**src/rtl/fsm_counter_param_pkg.sv**
```systemverilog
// -----------------------------------------------------------------------------
// fsm_counter_param_pkg
// Shared constants for the parameterised tick-driven counter FSM.
//   - state_t : FSM state encodings (IDLE/RUN/PAUSED; encoding 3 is illegal
//               and recovers to IDLE)
//   - mode_t  : count-mode encodings, as presented on the 2-bit mode input
//   - is_busy : true for the states that the busy output reports
// -----------------------------------------------------------------------------
package fsm_counter_param_pkg;

    localparam int STATE_W = 2;
    localparam int MODE_W  = 2;

    typedef enum logic [STATE_W-1:0] {
        ST_IDLE   = 2'd0,
        ST_RUN    = 2'd1,
        ST_PAUSED = 2'd2
    } state_t;

    typedef enum logic [MODE_W-1:0] {
        MODE_UP_ONESHOT   = 2'd0,
        MODE_UP_RELOAD    = 2'd1,
        MODE_DOWN_ONESHOT = 2'd2,
        MODE_BOUNCE       = 2'd3
    } mode_t;

    function automatic logic is_busy(input state_t s);
        return (s == ST_RUN) || (s == ST_PAUSED);
    endfunction

endpackage : fsm_counter_param_pkg

```
**src/rtl/fsm_counter_param_tick_gen.sv**
```systemverilog
// -----------------------------------------------------------------------------
// tick_gen
// Free-running clock divider producing a one-cycle tick every CLK_DIV enabled
// clk cycles.
//   clk  : system clock
//   rst  : asynchronous active-high reset (divider to 0)
//   clr  : synchronous clear of the divider (takes precedence over en)
//   en   : advance the divider this cycle; when low the divider is frozen
//   tick : high during the last enabled cycle of each CLK_DIV period
// -----------------------------------------------------------------------------
module tick_gen #(
    parameter int CLK_DIV = 1500000
) (
    input  logic clk,
    input  logic rst,
    input  logic clr,
    input  logic en,
    output logic tick
);

    localparam int DIV_W = (CLK_DIV > 1) ? $clog2(CLK_DIV) : 1;
    localparam logic [DIV_W-1:0] LAST = DIV_W'(CLK_DIV - 1);

    logic [DIV_W-1:0] div_q;

    // The tick is combinational so the consumer acts on it in the same cycle
    // the divider wraps; gating by en keeps a frozen divider from ticking.
    assign tick = en && (div_q == LAST);

    always_ff @(posedge clk or posedge rst) begin
        if (rst) begin
            div_q <= '0;
        end else if (clr) begin
            div_q <= '0;
        end else if (en) begin
            if (div_q == LAST) begin
                div_q <= '0;
            end else begin
                div_q <= div_q + 1'b1;
            end
        end
    end

endmodule : tick_gen

```
**src/rtl/fsm_counter_param.sv**
```systemverilog
// -----------------------------------------------------------------------------
// fsm_counter_param
// Tick-driven counter controlled by a three-state FSM (IDLE/RUN/PAUSED).
// Four count modes: up one-shot, up auto-reload, down one-shot and bounce
// (up to MAX_COUNT then back down to 0). Input priority each cycle is
// stop > go > pause > tick.
//
// Parameters
//   CNT_W     : count width in bits
//   CLK_DIV   : clk cycles per count tick (>= 2)
//   MAX_COUNT : terminal count value (1 .. 2**CNT_W-1)
// Ports
//   clk   : system clock
//   rst   : asynchronous active-high reset
//   go    : single-cycle start/restart pulse (mode is sampled here)
//   stop  : single-cycle abort pulse (count -> 0, no done)
//   pause : level hold request; freezes the tick divider
//   mode  : 0 up one-shot, 1 up auto-reload, 2 down one-shot, 3 bounce
//   count : current count value
//   done  : registered one-cycle completion / wrap pulse
//   busy  : high in RUN or PAUSED
//   state : current FSM state encoding
// -----------------------------------------------------------------------------
module fsm_counter_param
    import fsm_counter_param_pkg::*;
#(
    parameter int CNT_W     = 4,
    parameter int CLK_DIV   = 1500000,
    parameter int MAX_COUNT = 2**CNT_W - 1
) (
    input  logic             clk,
    input  logic             rst,
    input  logic             go,
    input  logic             stop,
    input  logic             pause,
    input  logic [1:0]       mode,
    output logic [CNT_W-1:0] count,
    output logic             done,
    output logic             busy,
    output logic [1:0]       state
);

    localparam logic [CNT_W-1:0] MAX_C = CNT_W'(MAX_COUNT);

    state_t           state_q, state_n;
    mode_t            mode_q, mode_n;
    logic [CNT_W-1:0] count_q, count_n;
    logic             dir_down_q, dir_down_n;
    logic             done_q, done_n;

    logic             busy_int;
    logic             div_clr;
    logic             div_en;
    logic             tick;

    // Saturating step helpers: count never leaves 0..MAX_COUNT even if the
    // caller forgets to test the terminal value first.
    function automatic logic [CNT_W-1:0] count_inc(input logic [CNT_W-1:0] c);
        return (c >= MAX_C) ? MAX_C : c + 1'b1;
    endfunction

    function automatic logic [CNT_W-1:0] count_dec(input logic [CNT_W-1:0] c);
        return (c == '0) ? '0 : c - 1'b1;
    endfunction

    assign busy_int = is_busy(state_q);

    // The divider is held at 0 outside RUN/PAUSED and restarted by go/stop.
    // It only advances while busy with pause low, so a tick can never land
    // in a cycle where pause is being asserted, and a paused divider resumes
    // exactly where it stopped.
    assign div_clr = go | stop | ~busy_int;
    assign div_en  = busy_int & ~pause;

    tick_gen #(
        .CLK_DIV (CLK_DIV)
    ) u_tick_gen (
        .clk  (clk),
        .rst  (rst),
        .clr  (div_clr),
        .en   (div_en),
        .tick (tick)
    );

    always_ff @(posedge clk or posedge rst) begin
        if (rst) begin
            state_q    <= ST_IDLE;
            mode_q     <= MODE_UP_ONESHOT;
            count_q    <= '0;
            dir_down_q <= 1'b0;
            done_q     <= 1'b0;
        end else begin
            state_q    <= state_n;
            mode_q     <= mode_n;
            count_q    <= count_n;
            dir_down_q <= dir_down_n;
            done_q     <= done_n;
        end
    end

    always_comb begin
        state_n    = state_q;
        mode_n     = mode_q;
        count_n    = count_q;
        dir_down_n = dir_down_q;
        done_n     = 1'b0;

        if (stop) begin
            state_n    = ST_IDLE;
            count_n    = '0;
            dir_down_n = 1'b0;
        end else if (go) begin
            state_n    = ST_RUN;
            mode_n     = mode_t'(mode);
            dir_down_n = 1'b0;
            count_n    = (mode_t'(mode) == MODE_DOWN_ONESHOT) ? MAX_C : '0;
        end else begin
            case (state_q)
                ST_IDLE: begin
                    // count holds its last value until go or stop
                end
                ST_RUN, ST_PAUSED: begin
                    if (pause) begin
                        state_n = ST_PAUSED;
                    end else begin
                        state_n = ST_RUN;
                        if (tick) begin
                            case (mode_q)
                                MODE_UP_ONESHOT: begin
                                    if (count_q == MAX_C) begin
                                        done_n  = 1'b1;
                                        state_n = ST_IDLE;
                                    end else begin
                                        count_n = count_inc(count_q);
                                    end
                                end
                                MODE_UP_RELOAD: begin
                                    if (count_q == MAX_C) begin
                                        done_n  = 1'b1;
                                        count_n = '0;
                                    end else begin
                                        count_n = count_inc(count_q);
                                    end
                                end
                                MODE_DOWN_ONESHOT: begin
                                    if (count_q == '0) begin
                                        done_n  = 1'b1;
                                        state_n = ST_IDLE;
                                    end else begin
                                        count_n = count_dec(count_q);
                                    end
                                end
                                MODE_BOUNCE: begin
                                    if (!dir_down_q) begin
                                        // Turn-around tick steps straight to
                                        // MAX_COUNT-1 so the peak is shown once.
                                        if (count_q == MAX_C) begin
                                            dir_down_n = 1'b1;
                                            count_n    = count_dec(count_q);
                                        end else begin
                                            count_n = count_inc(count_q);
                                        end
                                    end else if (count_q == '0) begin
                                        done_n     = 1'b1;
                                        state_n    = ST_IDLE;
                                        dir_down_n = 1'b0;
                                    end else begin
                                        count_n = count_dec(count_q);
                                    end
                                end
                                default: begin
                                    state_n = ST_IDLE;
                                end
                            endcase
                        end
                    end
                end
                default: begin
                    // Illegal encoding recovers to IDLE.
                    state_n = ST_IDLE;
                end
            endcase
        end
    end

    assign count = count_q;
    assign done  = done_q;
    assign busy  = busy_int;
    assign state = state_q;

endmodule : fsm_counter_param

```
**config.mk**
```make
export PLATFORM = sky130hd
export DESIGN_NAME = fsm_counter_param
export DESIGN_NICKNAME = d
export VERILOG_FILES = /design/src/rtl/fsm_counter_param_pkg.sv /design/src/rtl/fsm_counter_param_tick_gen.sv /design/src/rtl/fsm_counter_param.sv
export SDC_FILE = /design/constraint.sdc
export NUM_CORES = 1
export LEC_CHECK = 0
export CORE_MARGIN = 4
export CORE_UTILIZATION = 58
export CTS_CLUSTER_SIZE = 16
export DETAILED_ROUTE_END_ITERATION = 6
export HOLD_SLACK_MARGIN = 0.03
export PLACE_DENSITY_LB_ADDON = 0.15
export SLEW_MARGIN = 20
export SYNTH_ARGS = -nofsm -noshare
export SYNTH_HDL_FRONTEND = slang
export SYNTH_SLANG_ARGS = --single-unit
export TNS_END_PERCENT = 20
```
**constraint.sdc**
```tcl
create_clock -name clk -period 2.52 [get_ports clk]
set_input_delay 0.504 -clock clk [delete_from_list [all_inputs] [get_ports clk]]
set_output_delay 0.504 -clock clk [all_outputs]
set_load 0.1 [all_outputs]
```
## Word level (Yosys, flattened, before mapping)

Cells that the tools add are included.

- Register bits: 31
- Output and inout bits: 8
- Input bits: 7
- Logic and storage cells: 84

- Muxes and demuxes: 43
- Reductions and logical operators: 14
- Bitwise logic cells: 6
- Eq/ne operators: 11
- $add $sub $neg: 3
- $lt $le $gt $ge: 1

Operators by type and width:

| kind | count |
|---|---|
| $mux W21 | 3 |
| $mux W4 | 13 |
| $add A21 B1 Y21 const B | 1 |
| $eq A21 B21 Y1 const B | 1 |
| $mux W1 | 20 |
| $pmux W4 S4 | 1 |
| $reduce_bool A3 Y1 | 3 |
| $eq A2 B2 Y1 const B | 4 |
| $reduce_and A4 Y1 | 2 |
| $mux W2 | 3 |
| $ne A3 B3 Y1 const B | 2 |
| $pmux W1 S3 | 2 |
| $add A4 B1 Y4 const B | 1 |
| $eq A2 B1 Y1 const B | 2 |
| $eq A4 B4 Y1 const B | 1 |
| $ge A4 B4 Y1 const B | 1 |
| $logic_not A2 Y1 | 2 |
| $logic_not A4 Y1 | 1 |
| $ne A4 B4 Y1 const B | 1 |
| $pmux W2 S2 | 1 |
| $reduce_or A2 Y1 | 2 |
| $sub A4 B1 Y4 const B | 1 |
| $not A1 Y1 | 3 |
| $or A1 B1 Y1 | 2 |
| 5 further kinds | 5 |

## Logic depth before layout (Yosys ltp)

Gate-level depths: netlist of the first run.

- Word-level depth: 10
- Gate-level depth with buffers: 9
- Mapped depth without buffers: 9

## Cells and area by module

A second synthesis of the first run with hierarchy kept.

- Cell total of the unflattened synthesis: 228
- Area, all modules: 2013.2 µm²

By module, submodules not included:

| module | sequential area each (µm²) | area an instance (µm²) | cells each | times used |
|---|---|---|---|---|
| tick_gen | 525.5 | 1222.4 | 133 | 1 |
| fsm_counter_param | 250.2 | 790.8 | 95 | 1 |

## Least setup slack after synthesis of the first run

OpenSTA, ideal clock, no wires.

- Path kind: reg-to-reg
- Start: register state_q[0], in the netlist state[0]
- End: register u_tick_gen.div_q[11]
- Arrival time: 3.058 ns
- Setup time: 0.132 ns
- Stages on the path, launching flop included: 9
- Required time: 2.388 ns
- Setup slack: -0.670 ns
- Cell sequence: dfrtp_1 inv_1 ha_1 nor3b_1 a21oi_1 clkbuf_1 nand3_1 xor2_1 nor2_1

- Cells in the longest elaborated chain, start to end: 5

RTL lines:

| element | line | RTL |
|---|---|---|
| start, declared | fsm_counter_param.sv:45 | `state_t state_q, state_n;` |
| start signal, assigned | fsm_counter_param.sv:93 | `state_q <= state_n;` |
| $eq A2 B1 Y1 or $eq A2 B2 Y1 (tied branches) | fsm_counter_param_pkg.sv:28 | `return (s == ST_RUN) \|\| (s == ST_PAUSED);` |
| $logic_or A1 B1 Y1 (*) | fsm_counter_param_pkg.sv:28 |  |
| named net busy | fsm_counter_param.sv:39 | `output logic busy,` |
| $not A1 Y1 | fsm_counter_param.sv:72 | `assign div_clr = go \| stop \| ~busy_int;` |
| $or A1 B1 Y1 | fsm_counter_param.sv:72 |  |
| $mux W21 or $reduce_bool A2 Y1 (tied branches) | - |  |
| end signal, assigned | fsm_counter_param_tick_gen.sv:39 | `div_q <= div_q + 1'b1;` |
| end, declared | fsm_counter_param_tick_gen.sv:24 | `logic [DIV_W-1:0] div_q;` |

Mark *: on every way through the listed nets, which the timed path passes. The rest lies on a longest branch.
A chain may end at the register's enable or synchronous reset.

## Worst setup path after layout of the first run

- Start: register u_tick_gen.div_q[10]
- End: register dir_down_q

- Cells in the longest elaborated chain, start to end: 4

RTL lines:

| element | line | RTL |
|---|---|---|
| $eq A21 B21 Y1 | fsm_counter_param_tick_gen.sv:28 | `assign tick = en && (div_q == LAST);` |
| $logic_and A1 B1 Y1 | fsm_counter_param_tick_gen.sv:28 |  |
| $reduce_bool A3 Y1 (no source line) | - |  |
| $reduce_and A4 Y1 (no source line) | - |  |
| end signal, assigned | fsm_counter_param.sv:96 | `dir_down_q <= dir_down_n;` |
| end, declared | fsm_counter_param.sv:48 | `logic dir_down_q, dir_down_n;` |

Every way passes these cells.

==> out/metrics.csv, run 1 <==
stage,metric,value,unit
status,status,"complete, no violations",
placed_design,Buffers on Ports,14,
pwr,clock group share of total power,0.296,
pwr,overall power,0.978,mW
worst_hold_path,Cells on Worst Hold Path,1,
sta,final hold vios,0,
setup_path,highest-delay cell along the critical path,or4b_4,
finish,fraction of layout instances using a drive strength above 1,0.140,
setup_path,worst r2r src,u_tick_gen.div_q[10],
die,Placeable Area,3360,sq um
placed_design,Detailed Place HPWL,3.24,mm
setup_path,WP buf/inv,0,
sta,Slew HR,0.600,
pwr,P per Cell Area,428,nW/um^2
finish,area delta synth->final,12.7,%
sta,Worst-Margin Slew,595,ps
die,DIE HEIGHT,67.1,um
sta,Setup-failing EPs final,0,
detailed_routing,TritonRoute pass-1 iters,4,
pwr,internal power,0.691,mW
setup_path,Worst setup SP type,flop,
synth,sequential fraction of the synthesis area,0.383,
sta,setup TNS,0,ps
synth,post-synthesis net count,249,
synth,Post-synth EDFFs,0,
worst_hold_path,worst min-delay path startpoint,u_tick_gen.div_q[8],
cts,# Post-CTS Setup Buffers,0,
detailed_routing,via count,1803,
die,# IOs,15,
cts,hold_buf cts,0,
global_routing,vias in the first global route,1662,
finish,Final #Nets,269,
finish,filler cell count,302,
cts,CTS tree,done,
detailed_routing,DRC errors left,0,
synth,Synth top area share,0.383,
synth,Cells after Synth,237,
pwr,Leak,0.978,nW
detailed_routing,total routed wirelength,4.40,mm
detailed_routing,ANT nets after route,0,
synth,Synth Area per Inst,8.55,sq um
finish,Ant. Diodes,0,
synth,Netlist cell types,46,
cts,clk_lat worst skew,330,ps
global_routing,Congestion Overflow GR,0,
cts,CTS max path bufs,2,
setup_path,WP data arrival,2370,ps
global_routing,initial antenna violation count,0,
die,die width,67.1,um
sta,clock skew,8.57,ps
setup_path,register-to-register setup slack,410,ps
worst_hold_path,Hold Path Sink,u_tick_gen.div_q[8],
job,max_cap viols,0,
synth,"FF+latch count, synth",31,
setup_path,CP top delay family,simple AND/OR/NAND/NOR gates,
sta,Final period util,0.836,
global_routing,global-route wire length before repair,7.53,mm
sta,fmax,474,MHz
setup_path,Reg-to-Reg End,dir_down_q,
setup_path,Worst Path Max Fanout,4,
sta,Period minus WS final,2110,ps
setup_path,Critical Path Max Stage Delay,570,ps
cts,CTS buffer count,5,
synth,"top cells by area, synth","dfrtp_1 (38%), xor2_1 (6.1%), nor2_1 (5.0%), nand3_1 (4.4%), nand2_1 (3.9%)",
finish,most frequent cells in the layout,"dfrtp_1 (29), nor2_1 (27), nand2_1 (21), nand3_1 (18), buf_4 (18)",
setup_path,reg2reg path depth,5,
pwr,Combinational Power Share,0.170,
cts,CTS root buf,clkbuf_4,
pwr,Peak VDD IR,370,uV
die,Site Rows,21,
sta,Max Slew Vio Count,0,
synth,"Async S/R FF share, synth",1.00,
cts,Sinks on Clock Net,31,
synth,Synth Cell Area,2030,sq um
cts,post-CTS sizing,0,
finish,"commonest non-fill, non-tap cell in the layout",dfrtp_1,
detailed_routing,Initial DRC Count,126,
global_routing,GRT Total Usage,0.219,
detailed_routing,routed vias/inst,5.95,
pwr,sw frac,0.294,
setup_path,CP Class,flop to flop,
setup_path,CP Capture Type,flop,
worst_hold_path,Hold Path Class,flop to flop,
setup_path,worst endpoint required time,2780,ps
die,die footprint,4500,sq um
synth,synth warn,0,
cts,H-tree depth reported by CTS,2,
synth,most common flop cell mapped by yosys,dfrtp_1,
pwr,Seq pwr share,0.534,
pwr,sw power,0.287,mW
setup_path,CP cell instances,or4b_4 -> nor3b_4 -> nand3_2 -> or4_1 -> a21oi_1,
die,starting density of the core,0.602,
detailed_routing,Routed WL per cell,14.5,um
synth,Synth area leader,dfrtp_1,
global_routing,largest net degree at the start of global routing,32,
cts,clock-pin slew on the worst setup and hold paths,90,ps
placed_design,routability cong.,0.793,
sta,RSZ-0062 raised after global routing,no,
[per-layer routing]
layer	GRT usage	up-vias	share of wire	wire [um]
met4	0.0861	0	0.016	69
met5	0	-	0	0
met2	0.362	50	0.50	2200
met3	0.0540	10	0.045	198
met1	0.273	846	0.44	1930
li1	-	897	-	-
[cell families after synthesis]
logic type               synth area share
multiplexers                       0.0105
flip-flops                          0.383
XOR/XNOR                           0.0692
AO/OA/AOI/OAI                       0.138
buffers and inverters              0.0494
adder cells (fa/ha/maj)            0.0309
AND/OR/NAND/NOR                     0.319
[sequential cells by signal, summed over array words and instances (netlist names)]
register          cells
u_tick_gen.div_q     21
count                 4
mode_q                2
state                 2
dir_down_q            1
done                  1
[final cells by class]
class,instances,area (sq um),area share
Clock inverter,1,5.00,0.00219
Clock buffer,6,51.3,0.0225
Inverter,9,33.8,0.0148
Tap cell,46,57.6,0.0252
Timing Repair Buffer,24,195,0.0855
Multi-Input combinational cell,186,1160,0.509
Sequential cell,31,778,0.341
[synthesized netlist by cell type, types with 2 or more instances]
cell type,n
or2_2,2
xor2_1,14
and3_2,2
o21ai_1,2
o21a_1,3
nand3_1,18
o31ai_1,3
clkbuf_1,7
nand4_1,10
nand2b_1,2
inv_1,9
nor2_1,27
nor2b_1,4
nor3_1,6
nor3b_1,5
a21oi_1,12
dfrtp_1,31
nand2_1,21
o21ai_0,6
xnor2_1,2
and3_1,9
buf_6,2
a31oi_1,9
nand4b_1,2
and2_1,2
ha_1,5
a311oi_1,3
[worst max path at each step]
stage / startpoint / to / slack [ps] / cells past startpoint
after floorplan: count[0] / count[0] / -140 / 9
after global placement: pause / dir_down_q / 380 / 6
after detailed placement: pause / dir_down_q / 310 / 6
after CTS: u_tick_gen.div_q[10] / dir_down_q / 420 / 5
after global routing: count[1] / count[0] / 250 / 9
final: u_tick_gen.div_q[10] / dir_down_q / 410 / 5
[power by group through the flow]
stage	logic [mW]	clock network, mW	registers (mW)
after global routing	0.182	0.320	0.526
after CTS	0.167	0.299	0.522
final	0.166	0.289	0.523
after global placement	0.164	0	0.533
after detailed placement	0.166	0	0.532
after floorplan	0.108	0	0.549
[through the flow]
| stage | cell area, sq um | hold WS, ps | util | setup slack, ps | cells |
|---|---|---|---|---|---|
| floorplan | 2040 | 482 | - | -137 | 237 |
| global placement | 2230 | 516 | 0.662 | 380 | 296 |
| detailed placement | 2230 | 518 | 0.662 | 313 | 296 |
| CTS | 2280 | 532 | 0.679 | 418 | 303 |
| global route | 2280 | 562 | 0.679 | 250 | 303 |
| finish | 2280 | 532 | 0.679 | 412 | 303 |
No activity file was read; power rests on OpenSTA's default activity.
==> run 2: changes to the inputs <==
==> constraint.sdc (replaced) <==
create_clock -name clk -period 2 [get_ports clk]
set_input_delay 0.4 -clock clk [delete_from_list [all_inputs] [get_ports clk]]
set_output_delay 0.4 -clock clk [all_outputs]
set_load 0.1 [all_outputs]
==> run 2 against run 1 <==
Against the previous run: clock-buffer cell count rose by 1; register-to-register slack got worse by 410 ps; sequential share of layout area is 3.5 points lower; first-iteration DRC count up 15%; fmax grew 5.3%; highest routed layer unchanged; largest cell class unchanged; cell area is 13% higher; the run now ends with negative setup slack left.
==> out/metrics.csv, run 2 (same netlist as run 1, synthesis figures left out) <==
stage,metric,value,unit
status,status,"finished, violations left",
status,violated checks,negative setup slack,
sta,Period minus WS final,2000,ps
pwr,sw power,0.410,mW
sta,Max Slew Vio Count,0,
sta,final hold vios,0,
finish,number of flip-flops in the largest register,21,
pwr,clock group share of total power,0.319,
die,# IOs,15,
placed_design,routability cong.,0.927,
setup_path,Critical Path Max Stage Delay,590,ps
setup_path,CP cell instances,or4b_4 -> nor3b_4 -> nand4_1 -> buf_4 -> nand2_1 -> a311oi_1,
setup_path,CP Capture Type,flop,
sta,clock skew,14.9,ps
finish,Ant. Diodes,0,
die,starting density of the core,0.602,
die,DIE HEIGHT,67.1,um
detailed_routing,DRC errors left,0,
placed_design,Detailed Place HPWL,3.54,mm
pwr,sw frac,0.301,
cts,CTS root buf,clkbuf_4,
pwr,Seq pwr share,0.488,
cts,H-tree depth reported by CTS,2,
placed_design,Placed Area,2460,sq um
finish,Final #Nets,286,
setup_path,highest-delay cell along the critical path,or4b_4,
pwr,internal power,0.952,mW
cts,CTS max path bufs,2,
sta,RSZ-0062 raised after global routing,yes,
detailed_routing,Initial DRC Count,145,
finish,most frequent cells in the layout,"buf_4 (30), nor2_1 (27), dfrtp_1 (26), nand2_1 (20), nand3_1 (18)",
finish,"Most flops, register",u_tick_gen.div_q,
global_routing,Congestion Overflow GR,0,
cts,CTS tree,done,
placed_design,placed insts,311,
die,die width,67.1,um
cts,clk_lat worst skew,340,ps
sta,Worst-Margin Slew,490,ps
global_routing,largest net degree at the start of global routing,32,
detailed_routing,ANT nets after route,0,
finish,"commonest non-fill, non-tap cell in the layout",buf_4,
finish,design area,2590,sq um
global_routing,vias in the first global route,1746,
detailed_routing,via count,1972,
setup_path,CP Class,flop to flop,
sta,Setup-failing EPs final,1,
placed_design,Buffers on Ports,14,
finish,"Cell Count, Final, Fillers Out",321,
detailed_routing,routed vias/inst,6.14,
setup_path,worst endpoint required time,2230,ps
die,die footprint,4500,sq um
cts,Sinks on Clock Net,31,
cts,CTS buffer count,5,
cts,clock-pin slew on the worst setup and hold paths,110,ps
setup_path,Worst Path Max Fanout,4,
finish,area delta synth->final,27.8,%
global_routing,initial antenna violation count,0,
finish,Final Util,0.770,
sta,Setup WS post-layout,-1.46,ps
worst_hold_path,Hold Path Class,input pin to asynchronous set/reset pin,
die,Site Rows,21,
global_routing,GRT Total Usage,0.243,
sta,fmax,500,MHz
detailed_routing,Routed WL per cell,16.2,um
global_routing,global-route wire length before repair,8.31,mm
sta,Slew HR,0.673,
sta,Final period util,1.00,
detailed_routing,TritonRoute pass-1 iters,5,
pwr,P per Cell Area,526,nW/um^2
pwr,Leak,1.10,nW
pwr,Combinational Power Share,0.193,
setup_path,Worst setup SP type,flop,
die,Placeable Area,3360,sq um
detailed_routing,total routed wirelength,5.19,mm
job,max_cap viols,0,
placed_design,dpl ws,-76.2,ps
pwr,Peak VDD IR,532,uV
finish,fraction of layout instances using a drive strength above 1,0.255,
setup_path,WP data arrival,2230,ps
run 2: power by group through the flow:
stage,clock network [mW],logic (mW),registers [mW]
2_1_floorplan,0,0.143,0.694
3_3_place_gp,0,0.239,0.675
4_1_cts,0.434,0.247,0.663
5_1_grt,0.469,0.283,0.667
6_report,0.434,0.263,0.665
3_5_place_dp,0,0.242,0.675
run 2: worst paths after layout:
check | start | end | slack, ps | depth (start not counted)
worst min-delay path | rst | u_tick_gen.div_q[10] | 430 | 3
worst max register to register | u_tick_gen.div_q[11] | u_tick_gen.div_q[8] | -1 | 6
worst max-delay path | u_tick_gen.div_q[11] | u_tick_gen.div_q[8] | -1 | 6
worst min register to register | u_tick_gen.div_q[8] | u_tick_gen.div_q[8] | 550 | 1
min in group clk | u_tick_gen.div_q[8] | u_tick_gen.div_q[8] | 550 | 1
max in group asynchronous | rst | state[1] | 1230 | 3
run 2: repair_timing:
action                     4_1_cts  5_1_grt
hold endpoints to repair         0        0
setup buffers                    1        1
setup endpoints to repair        1       22
pin swaps                        0        5
resized for setup                1        7
hold buffers                     0        0
run 2: metal layers:
layer / global-route usage / vias to the layer above / wire [um]
met2: 0.371 / 84 / 2510
met5: 0 / - / 0
met1: 0.350 / 945 / 2290
met4: 0.0633 / 0 / 70
li1: - / 931 / -
met3: 0.0506 / 12 / 325
run 2: layout make-up:
cell class,count,area (sq um)
flip-flops and latches,31,792
repair buffers,41,385
fillers,260,774
clock inverters,1,7.51
inverters,9,36.3
well taps,46,57.6
clock buffers,7,65.1
multi-input cells,186,1240
run 2: worst max-delay path: cells and delay by family, from the launching register on:
kind / cells / cell delay, ps
AND/OR/NAND/NOR: 4 / 1180
flip-flops: 1 / 400
buffers and inverters: 1 / 230
AO/OA/AOI/OAI: 1 / 90
run 2: through the flow:
stage	hold WS, ps	TNS (ps)	total power, mW
4_1_cts	440	0	1.34
3_5_place_dp	523	-265	0.918
6_report	427	-1.46	1.36
2_1_floorplan	469	-1360	0.837
3_3_place_gp	520	-131	0.914
5_1_grt	456	-454	1.42
==> run 3: changes to the inputs <==
--- a/config.mk
+++ b/config.mk
@@ -10,9 +10,10 @@
 export CTS_CLUSTER_SIZE = 16
 export DETAILED_ROUTE_END_ITERATION = 6
 export HOLD_SLACK_MARGIN = 0.03
+export MAX_ROUTING_LAYER = met4
 export PLACE_DENSITY_LB_ADDON = 0.15
+export SKIP_CTS_REPAIR_TIMING = 1
 export SLEW_MARGIN = 20
 export SYNTH_ARGS = -nofsm -noshare
 export SYNTH_HDL_FRONTEND = slang
 export SYNTH_SLANG_ARGS = --single-unit
-export TNS_END_PERCENT = 20
==> run 3 against run 2 <==
Against the previous run: the run now ends clean; critical path depth unchanged; global-route usage up 0.94 points; worst setup slack better by 73 ps; cell area is 0.48% lower; sequential share of layout area rose by 0.20 points; total power down 2.3%; via count fell by 2.3%; wire length fell by 6.2%; die area stayed put; sequential power about the same; register-to-register slack better by 70 ps.
==> out/metrics.csv, run 3 (same netlist as run 1, synthesis figures left out) <==
stage,metric,value,unit
setup_path,worst r2r src,u_tick_gen.div_q[10],
finish,area delta synth->final,27.2,%
sta,RSZ-0062 raised after global routing,no,
global_routing,grt peak-use layer,met2,
setup_path,Reg-to-Reg End,state[0],
finish,fraction of layout instances using a drive strength above 1,0.242,
detailed_routing,ANT nets after route,0,
status,status,"complete, no violations",
sta,Setup-failing EPs final,0,
placed_design,Placed Area,2470,sq um
sta,final hold vios,0,
cts,clk_lat worst skew,330,ps
cts,CTS tree,done,
setup_path,Critical Path Source,u_tick_gen.div_q[10],
global_routing,vias in the first global route,1809,
sta,clock skew,11.3,ps
detailed_routing,total routed wirelength,4.87,mm
cts,CTS max path bufs,2,
setup_path,worst endpoint required time,2220,ps
sta,fmax,518,MHz
detailed_routing,routed vias/inst,6.04,
finish,number of flip-flops in the largest register,21,
die,Placeable Area,3360,sq um
die,die footprint,4500,sq um
detailed_routing,via count,1927,
finish,most frequent cells in the layout,"nor2_1 (27), buf_4 (27), dfrtp_1 (25), nand2_1 (21), nand3_1 (18)",
finish,"Most flops, register",u_tick_gen.div_q,
pwr,overall power,1.33,mW
global_routing,met2 Resource Use GR,0.366,
job,max_cap viols,0,
setup_path,reg2reg path depth,6,
detailed_routing,Routed WL per cell,15.3,um
setup_path,Worst setup SP type,flop,
global_routing,global-route met1 utilization,0.360,
pwr,P per Cell Area,517,nW/um^2
global_routing,initial antenna violation count,0,
setup_path,highest-delay cell along the critical path,or4b_4,
die,Site Rows,21,
cts,CTS root buf,clkbuf_4,
detailed_routing,Initial DRC Count,177,
detailed_routing,DRC errors left,0,
pwr,Leak,1.07,nW
die,# IOs,15,
die,DIE HEIGHT,67.1,um
sta,Slew HR,0.731,
sta,Period minus WS final,1930,ps
global_routing,grt met3 use,0.0405,
setup_path,register-to-register setup slack,70,ps
setup_path,CP cell instances,or4b_4 -> nor3b_4 -> nand4_1 -> buf_4 -> nor2b_1 -> a221oi_1,
setup_path,Worst Path Max Fanout,5,
detailed_routing,TritonRoute pass-1 iters,5,
setup_path,Critical Path Max Stage Delay,570,ps
cts,CTS buffer count,5,
worst_hold_path,Hold Path Class,input pin to asynchronous set/reset pin,
global_routing,Congestion Overflow GR,0,
placed_design,Detailed Place HPWL,3.60,mm
cts,Sinks on Clock Net,31,
pwr,Peak VDD IR,507,uV
sta,Worst-Margin Slew,403,ps
cts,clock-pin slew on the worst setup and hold paths,100,ps
placed_design,Buffers on Ports,14,
setup_path,CP Capture Type,flop,
finish,Ant. Diodes,0,
global_routing,largest net degree at the start of global routing,32,
setup_path,WP data arrival,2140,ps
finish,Final #Nets,284,
sta,Max Slew Vio Count,0,
global_routing,global-route wire length before repair,8.36,mm
placed_design,routability cong.,0.846,
setup_path,Critical Path End,state[0],
die,starting density of the core,0.602,
die,die width,67.1,um
cts,H-tree depth reported by CTS,2,
sta,Final period util,0.964,
setup_path,CP Class,flop to flop,
global_routing,GRT Total Usage,0.253,
finish,design area,2580,sq um
-- run 3: changes by cell type in the layout (fill, tap and decap cells not counted) --
cell	before	now
dfrtp_1	26	25
inv_2	4	3
o21ai_2	1	0
nor3_4	1	0
buf_4	30	27
nor3_2	0	1
dfrtp_2	1	2
nand2_2	1	0
clkbuf_1	0	1
nand2_1	20	21
inv_6	0	1
clkinvlp_4	1	0
buf_12	5	6
o21ai_1	2	3
-- run 3: critical path, delay by kind of cell, from the launching register on --
family | cells | cell delay (ps)
AO/OA/AOI/OAI | 1 | 80
AND/OR/NAND/NOR | 4 | 1140
flip-flops | 1 | 390
buffers and inverters | 1 | 210
-- run 3: power breakdown --
part           internal, mW  leakage [nW]  switching, mW
clock                 0.207        0.0386          0.212
combinational         0.102         0.618          0.146
sequential            0.639         0.416         0.0259
total                 0.947          1.07          0.385
-- run 3: cell type report --
type / count / area, sq um
repair buffers: 39 / 383
clock buffers: 8 / 68.8
inverters: 9 / 41.3
fillers: 256 / 787
flip-flops and latches: 31 / 793
well taps: 46 / 57.6
multi-input cells: 186 / 1230
-- run 3: worst min path at each step --
| stage | cells past startpoint | slack (ps) | to | startpoint |
|---|---|---|---|---|
| after floorplan | 1 | 470 | state[0] | stop |
| after global placement | 1 | 510 | u_tick_gen.div_q[8] | u_tick_gen.div_q[8] |
| after detailed placement | 1 | 510 | u_tick_gen.div_q[8] | u_tick_gen.div_q[8] |
| after CTS | 3 | 450 | u_tick_gen.div_q[16] | rst |
| after global routing | 3 | 500 | u_tick_gen.div_q[16] | rst |
| final | 3 | 450 | state[0] | rst |
-- run 3: stage by stage --
stage | hold slack, ps | setup WS (ps) | utilization | instances | setup TNS, ps
after CTS | 445 | 21.2 | 0.755 | 316 | 0
after global routing | 496 | 3.94 | 0.766 | 319 | 0
final | 446 | 71.3 | 0.766 | 319 | 0
after global placement | 509 | 10.9 | 0.734 | 308 | 0
after detailed placement | 513 | -46.6 | 0.734 | 308 | -169
after floorplan | 469 | -107 | - | 237 | -1270
-- run 3: layer usage --
metal / vias to the layer above / share of wire
met5: - / 0
met2: 70 / 0.46
met4: 0 / 0.010
li1: 926 / -
met3: 9 / 0.074
met1: 922 / 0.46
